<file path="config.mk">
export PLATFORM = sky130hd
export DESIGN_NAME = instr_fetch_unit
export DESIGN_NICKNAME = d
export VERILOG_FILES = /design/src/rtl/instr_fetch_unit.sv
export SDC_FILE = /design/constraint.sdc
export NUM_CORES = 1
export LEC_CHECK = 0
export ABC_AREA = 1
export BUFFER_PORTS_ARGS = -buffer_cell sky130_fd_sc_hd__buf_4
export CAP_MARGIN = 0
export CORE_MARGIN = 4
export CORE_UTILIZATION = 44
export DETAILED_ROUTE_END_ITERATION = 6
export PLACE_DENSITY = 0.81
export SLEW_MARGIN = 10
export SYNTH_ARGS = -nofsm -noshare
export SYNTH_HDL_FRONTEND = slang
export SYNTH_SLANG_ARGS = --single-unit
</file>
<file path="constraint.sdc">
create_clock -name clock -period 1.2 [get_ports clock]
set_input_delay 0.18 -clock clock [delete_from_list [all_inputs] [get_ports clock]]
set_output_delay 0.18 -clock clock [all_outputs]
set_load 0.005 [all_outputs]
</file>
<file path="src/rtl/instr_fetch_unit.sv">
// Fetch stage for the jacaranda-8 core.
// It fetches one instruction byte, holds it for decode, and then applies any redirect taken at the handshake.
module instr_fetch_unit #(
    parameter int                 ADDR_W   = 8,
    parameter logic [ADDR_W-1:0]  RESET_PC = '0
) (
    input  logic              clock,
    input  logic              reset,
    output logic              imem_req,
    output logic [ADDR_W-1:0] imem_addr,
    input  logic              imem_ack,
    input  logic [7:0]        imem_rdata,
    output logic              instr_valid,
    input  logic              instr_ready,
    output logic [7:0]        instr,
    output logic [3:0]        opcode,
    output logic [1:0]        rd,
    output logic [1:0]        rs,
    output logic [3:0]        imm,
    output logic [ADDR_W-1:0] instr_pc,
    input  logic              jmp_en,
    input  logic              je_en,
    input  logic              flag,
    input  logic [ADDR_W-1:0] br_target,
    output logic [15:0]       fetch_count
);

    typedef enum logic [1:0] {
        IDLE  = 2'd0,
        FETCH = 2'd1,
        HOLD  = 2'd2
    } state_t;

    state_t            state_reg;
    logic [ADDR_W-1:0] pc_reg;
    logic              req_reg;
    logic              valid_reg;
    logic [7:0]        instr_reg;
    logic [ADDR_W-1:0] instr_pc_reg;
    logic [15:0]       count_reg;
    logic              take_branch;

    // jmp_en wins over je_en; the redirect inputs matter only on the handshake cycle.
    assign take_branch = jmp_en | (je_en & flag);

    always_ff @(posedge clock) begin
        if (reset) begin
            state_reg    <= IDLE;
            pc_reg       <= RESET_PC;
            req_reg      <= 1'b0;
            valid_reg    <= 1'b0;
            instr_reg    <= 8'h00;
            instr_pc_reg <= '0;
            count_reg    <= 16'd0;
        end else begin
            case (state_reg)
                IDLE: begin
                    state_reg <= FETCH;
                    req_reg   <= 1'b1;
                end
                FETCH: begin
                    if (imem_ack) begin
                        instr_reg    <= imem_rdata;
                        instr_pc_reg <= pc_reg;
                        pc_reg       <= pc_reg + ADDR_W'(1);
                        req_reg      <= 1'b0;
                        valid_reg    <= 1'b1;
                        state_reg    <= HOLD;
                    end
                end
                HOLD: begin
                    if (instr_ready) begin
                        count_reg <= count_reg + 16'd1;
                        valid_reg <= 1'b0;
                        req_reg   <= 1'b1;
                        state_reg <= FETCH;
                        if (take_branch) begin
                            pc_reg <= br_target;
                        end
                    end
                end
                default: begin
                    state_reg <= IDLE;
                    req_reg   <= 1'b0;
                    valid_reg <= 1'b0;
                end
            endcase
        end
    end

    assign imem_req    = req_reg;
    assign imem_addr   = pc_reg;
    assign instr_valid = valid_reg;
    assign instr       = instr_reg;
    assign instr_pc    = instr_pc_reg;
    assign fetch_count = count_reg;

    assign opcode = instr_reg[7:4];
    assign rd     = instr_reg[3:2];
    assign rs     = instr_reg[1:0];
    assign imm    = instr_reg[3:0];

endmodule

</file>
==> results by group, run 1 <==
Place
  – Hpwl dp: 4.38 mm
  – Port bufs: 76
  – Pre-CTS setup slack: -128 ps
  – GPL Wtd Cong: 0.864

Timing
  – Final worst slack: -138 ps
  – Max transition margin: 83.6%
  – Pins Over Slew Limit: 0
  – Fin Setup TNS: -1310 ps
  – Fmax: 748 MHz
  – Clk_skew: 4.54 ps
  – RSZ-0062 raised after global routing: true
  – Min cycle time layout: 1340 ps
  – Endpoints failing hold: 0
  – Worst-Margin Slew: 244 ps
  – Final period util: 111%
  – Setup violators final: 18

Final layout
  – Area Growth Syn to Fin: 55.5%
  – Nets: 441
  – Inserted Diodes: 0
  – Leading cell type in the layout, fill and taps excluded: buf_4
  – Max reg flops: 16
  – Layout cells sized above 1: 41.2%
  – Most frequent cells in the layout: buf_4 (115), nand2_1 (74), dfxtp_1 (37)

Drt
  – Avg WL per Cell: 12.9 um
  – Detailed Routing Iterations Pass 1: 4
  – Vias: 2414
  – DRT Wirelength: 6.27 mm
  – DR vias/cell: 4.99
  – Post-route ant nets: 0
  – Initial DRC count: 130
  – DRC Markers: 0

CTS
  – Num CTS Buffers: 5
  – Number of hold buffers added after cts: 0
  – H-tree levels: 2
  – Clock Tree Root: clkbuf_8
  – Maximum clock insertion buffer count: 2
  – Clk slew on worst S/H paths: 90 ps
  – CTS tree: built
  – Clock Sinks: 43
  – Clk_lat worst skew: 290 ps

Logic synthesis
  – Yosys cell types: 30
  – Post-Synth Simple-Gate Area: 33.1%
  – Post-synthesis cell area: 2150 um^2
  – Adder-cell share of the synthesized area: 1.17%
  – Mapped Avg Cell Area: 6.97 um^2
  – Xor/xnor cell area share of the yosys netlist: 0.408%
  – Syn Inst Count: 308
  – Seq/Total Area, Yosys: 40.1%
  – Mux contribution to synthesized area: 0%
  – Syn Nets: 333
  – Yosys warns: 0
  – #FFs+latches synth: 43
  – Synth Area in Compound Gates: 12.7%
  – Largest family of logic cells by synthesized area: simple AND/OR/NAND/NOR gates

Critical path
  – Most frequent CP cell: nand2_1
  – Cell count of the worst reg-to-reg path: 9
  – Buffers & Inverters on Critical Path: 2
  – Critical Path RT: 1400 ps
  – Crit path launch type: register
  – Crit path cell chain: buf_4 > nor2_4 > nand2_2 > nand2_4 > nand2_8 > inv_6 > nand2_1 > nand2_1 > a21oi_2
  – Crit Path Category: reg2reg
  – Worst EP arrival: 1530 ps
  – CP Max Fanout: 7
  – Worst Setup End Kind: register
  – CP max stage cell: dfxtp_4
  – Worst path top cell family by delay: simple AND/OR/NAND/NOR gates
  – Critical path depth: 9
  – Worst path max stage delay: 370 ps

GRT
  – Total GRT Usage: 18.8%
  – Largest net degree at the start of global routing: 19
  – First-pass GRT wire length: 9.36 mm
  – GRT overflow: 0
  – Initial antenna violation count: 0
  – Vias in the first global route: 2113

Run status
  – Status: finished, violations left
  – Failing checks: setup timing

Die
  – I/O pin total: 77
  – Die area: 6060 um^2
  – DIE HEIGHT: 77.8 um
  – Initial core utilization: 45.4%
  – Core Rows: 25
  – Core area: 4720 um^2
  – Chip width: 77.8 um

Power and ir drop
  – Clk pwr share: 38.0%
  – Pint: 2.49 mW
  – Sequential share of power: 45.1%
  – Sw frac: 25.5%
  – Combinational share of power: 16.9%
  – Pwr dens: 1000 nW/um^2
  – Worst VDD drop: 0.723 mV
  – Net Sw Power: 851 uW
  – Pleak: 1.51 nW

Job
  – Max cap viols: 0

Min path
  – Hold Path Cell Cnt: 3
  – Hold Crit Class: in2reg
## through the flow
step	utilization [%]	instances	power, mW	hold slack, ps	cell area, um^2
final	70.6	484	3.35	153	3340
after global routing	70.6	484	3.47	165	3340
after CTS	66.9	477	3.28	151	3160
after detailed placement	62.4	465	2.01	454	2950
after global placement	62.4	465	1.99	452	2950
after floorplan	-	308	1.78	344	2170
## Yosys cell counts
| master | count | area share (%) |
|---|---|---|
| nand3_4 | 1 | 0.82 |
| a21oi_1 | 30 | 7.0 |
| nor2_2 | 2 | 0.58 |
| nor3b_1 | 1 | 0.35 |
| inv_2 | 1 | 0.17 |
| inv_1 | 32 | 5.6 |
| ha_1 | 2 | 1.2 |
| clkbuf_1 | 5 | 0.87 |
| nand2_1 | 77 | 13 |
| nor3_2 | 1 | 0.47 |
| a21oi_2 | 2 | 0.82 |
| dfxtp_1 | 43 | 40 |
| clkbuf_8 | 1 | 0.64 |
| o31ai_1 | 1 | 0.35 |
| nor2_4 | 3 | 1.6 |
| o22ai_1 | 1 | 0.29 |
| nand2_4 | 2 | 1.0 |
| inv_4 | 1 | 0.29 |
| nand4_1 | 3 | 0.87 |
| buf_2 | 3 | 0.70 |
| o21ai_0 | 11 | 2.6 |
| xor2_1 | 1 | 0.41 |
| nand3_1 | 34 | 7.9 |
| o21bai_1 | 2 | 0.70 |
| o21a_1 | 2 | 0.70 |
| buf_4 | 12 | 4.2 |
| a31oi_1 | 1 | 0.29 |
| nor2_1 | 30 | 5.2 |
| nand2_2 | 1 | 0.29 |
| nor3_1 | 2 | 0.47 |
## power groups by stage
stage                     Combinational [mW]  Clock [mW]  Sequential (mW)
after global routing                   0.610        1.35             1.52
after detailed placement               0.463           0             1.54
after CTS                              0.491        1.28             1.51
after global placement                 0.453           0             1.54
after floorplan                        0.234           0             1.55
final                                  0.564        1.27             1.51
## cells by family (layout without fill, tap and decap cells)
| logic type | Yosys count | count (layout) |
|---|---|---|
| flip-flops | 43 | 43 |
| AND/OR/NAND/NOR | 157 | 158 |
| buffers and inverters | 55 | 163 |
| AO/OA/AOI/OAI | 50 | 50 |
| XOR/XNOR | 1 | 1 |
| adder cells (fa/ha/maj) | 2 | 2 |
## worst register-to-register path, stage by stage (launching register included)
cell     delay (ps)
dfxtp_4         370
buf_4           150
nor2_4          180
nand2_2         100
nand2_4         120
nand2_8          80
inv_6            90
nand2_1          60
nand2_1          80
a21oi_2          30
## per-layer routing
layer	share of wire (%)	vias to the layer above	track usage (%)
met5	0	-	0
met4	2.2	0	6.41
met3	8.1	18	5.22
met2	50	104	32.4
met1	39	1096	22.4
li1	-	1196	-
## repair_timing
action                                  4_1_cts  5_1_grt
setup buffers                                 3        8
pin swaps                                     5       12
endpoints found under the setup margin       34       40
gates resized for setup                      15       31
cloned                                        1        0
## layout make-up
type / instances / area [um^2]
clock buffer: 6 / 93.8
inverter: 34 / 140
fill: 382 / 1390
timing repair buffer: 121 / 940
tap: 67 / 83.8
sequential: 43 / 878
multi-input combinational: 211 / 1160
clock inverter: 2 / 37.5
## worst paths after layout
kind	from	endpoint	slack (ps)
max	state_reg[0]	imem_addr[3]	-140
min	imem_rdata[1]	instr[1]	150
max reg2reg	state_reg[0]	imem_addr[3]	-140
min reg2reg	instr_pc[0]	instr_pc[0]	470
Power figures use the tool's default switching activity.
==> inputs of run 2 (changes only) <==
Settings changed: CORE_ASPECT_RATIO set to 1.2.
==> run 2 against run 1 <==
- the flow still finishes with violations (setup timing)
- clock power decreased by 29%
- register-to-register slack improved by 30 ps
- sequential cell count unchanged
- worst hold slack got worse by 1.0 ps
- via count decreased by 0.70%
- final cell count decreased by 2.5%
- power decreased by 10%
- non-clock buffer count decreased by 3
- global-route usage increased by 0.17 points
- maximum frequency increased by 2.2%
- first-iteration DRC count decreased by 12%
- worst setup slack improved by 28 ps
- critical path type unchanged
- largest cell class unchanged
- highest routed layer unchanged
==> results by group, run 2 (same netlist as run 1, synthesis figures left out) <==
Power and ir drop
  – Sequential share of power: 50.7% (+5.6 points)
  – Net Sw Power: 838 uW (-1.6%)
  – Sw frac: 27.9% (+2.5 points)
  – Pint: 2.16 mW (-13%)
  – Pleak: 1.49 nW (-1.2%)
  – Worst VDD drop: 0.668 mV (-7.5%)
  – Clk pwr share: 30.1% (-7.9 points)
  – Pwr dens: 911 nW/um^2 (-9.1%)
  – Combinational share of power: 19.2% (+2.3 points)

GRT
  – Met3 Use GR: 5.75% (+0.53 points)
  – Largest net degree at the start of global routing: 29 (+10)
  – GRT overflow: 0 (unchanged)
  – Initial antenna violation count: 0 (unchanged)
  – Vias in the first global route: 2147 (+1.6%)
  – First-pass GRT wire length: 9.44 mm (+0.89%)
  – Global routing usage on met2: 33.7% (+1.3 points)
  – GRT busiest layer: met2
  – Total GRT Usage: 19.0% (+0.17 points)
  – Routing usage on met1: 21.2% (-1.2 points)

Die
  – Initial core utilization: 46.0% (+0.60 points)
  – Die area: 6060 um^2 (about the same)
  – Core Rows: 27 (+8.0%)
  – Core area: 4660 um^2 (-1.3%)
  – Chip width: 71.8 um (-7.8%)
  – I/O pin total: 77 (unchanged)
  – DIE HEIGHT: 84.5 um (+8.6%)

Timing
  – Pins Over Slew Limit: 0 (unchanged)
  – RSZ-0062 raised after global routing: true
  – Final worst slack: -109 ps (+28.4 ps)
  – Setup violators final: 16 (-2)
  – Final period util: 109% (-2.4 points)
  – Clk_skew: 6.36 ps (+1.82 ps)
  – Worst-Margin Slew: 317 ps (+73.1 ps)
  – Fmax: 764 MHz (+2.2%)
  – Endpoints failing hold: 0 (unchanged)
  – Min cycle time layout: 1310 ps (-28.4 ps)
  – Max transition margin: 78.9% (-4.7 points)
  – Final hold slack: 152 ps (-1.04 ps)

Critical path
  – Worst EP arrival: 1540 ps (about the same)
  – Crit path launch type: register
  – Cell count of the worst reg-to-reg path: 8 (-1)
  – Worst path max stage delay: 410 ps (+40 ps)
  – CP Max Fanout: 5 (-2)
  – Critical Path RT: 1430 ps (+30 ps)
  – CP max stage cell: dfxtp_4
  – Crit Path Category: reg2reg
  – Crit path cell chain: inv_2 > nor2_4 > nand2_2 > nand2_4 > nand2_8 > nor2_1 > nand2_1 > a21oi_1
  – Worst Setup End Kind: register

CTS
  – Clock Sinks: 43 (unchanged)
  – Clock Tree Root: clkbuf_8
  – CTS tree: built
  – Clk_lat worst skew: 300 ps (about the same)
  – Clk slew on worst S/H paths: 80 ps (about the same)
  – H-tree levels: 2 (unchanged)
  – Num CTS Buffers: 5 (unchanged)
  – Maximum clock insertion buffer count: 2 (unchanged)

Final layout
  – Max reg flops: 16 (unchanged)
  – Area Growth Syn to Fin: 53.5%
  – Layout cells sized above 1: 44.7% (+3.4 points)
  – Final Util: 70.6% (about the same)
  – Inserted Diodes: 0 (unchanged)
  – Nets: 438 (-0.68%)
  – Post-route insts no fill: 472 (-2.5%)
  – Most frequent cells in the layout: buf_4 (116), nand2_1 (66), dfxtp_1 (36)
  – Design Area, Final: 3290 um^2 (-1.3%)
  – Leading cell type in the layout, fill and taps excluded: buf_4

Drt
  – DRT Wirelength: 6.30 mm (+0.49%)
  – Vias: 2397 (-0.70%)
  – DR vias/cell: 5.08 (+1.8%)
  – Detailed Routing Iterations Pass 1: 4 (unchanged)
  – Post-route ant nets: 0 (unchanged)
  – Avg WL per Cell: 13.3 um (+3.0%)
  – Initial DRC count: 115 (-12%)
  – DRC Markers: 0 (unchanged)

Place
  – GPL Wtd Cong: 0.924 (+7.0%)
  – Pre-CTS setup slack: -94.3 ps (+34.2 ps)
  – Port bufs: 76 (unchanged)
  – Dpl cell area: 2910 um^2 (-1.4%)
  – Hpwl dp: 4.24 mm (-3.3%)
  – Dpl cells: 452 (-2.8%)

Min path
  – Hold Path Cell Cnt: 3 (unchanged)
  – Hold Crit Class: in2reg

Run status
  – Failing checks: setup timing
  – Status: finished, violations left

Job
  – Max cap viols: 0 (unchanged)
-- run 2: worst paths after layout --
path / to / slack [ps] / startpoint
max reg2reg: imem_addr[6] / -110 / state_reg[1]
min: instr[7] / 150 / imem_rdata[7]
max: imem_addr[6] / -110 / state_reg[1]
min reg2reg: instr_pc[1] / 470 / instr_pc[1]
-- run 2: layout make-up --
cell class                 instances  area, um^2
clock buffer                       6        72.6
clock inverter                     2        12.5
fill                             374        1370
inverter                          34         145
multi-input combinational        211        1220
sequential                        43         875
tap                               58        72.6
timing repair buffer             118         893
-- run 2: metal layers --
metal  vias to the layer above  share of wire [%]
met2                       103                 51
met4                         0                3.3
met5                         -                  0
met3                        22                7.7
li1                       1186                  -
met1                      1086                 38
-- run 2: through the flow --
step | TNS [ps] | power, mW
detailed placement | -1490 | 1.99
global placement | -429 | 1.98
finish | -819 | 3.00
CTS | -72.2 | 2.92
floorplan | -64.0 | 1.78
global route | -2380 | 3.14
-- run 2: power by group through the flow --
stage	Sequential [mW]	Combinational (mW)	Clock [mW]
global route	1.53	0.627	0.985
CTS	1.52	0.483	0.925
floorplan	1.55	0.234	0
finish	1.52	0.574	0.903
detailed placement	1.55	0.444	0
global placement	1.55	0.434	0
-- run 2: timing repair --
item	CTS	global route
endpoints found under the setup margin	37	38
buffers inserted	5	6
gates resized for setup	19	45
hold buffers	0	0
cloned	1	0
pin swaps	2	8
-- run 2: worst max-delay path: cells and delay by family (launching register included) --
kind | cells | cell delay, ps
flip-flops | 1 | 410
buffers and inverters | 1 | 50
AND/OR/NAND/NOR | 6 | 600
AO/OA/AOI/OAI | 1 | 160
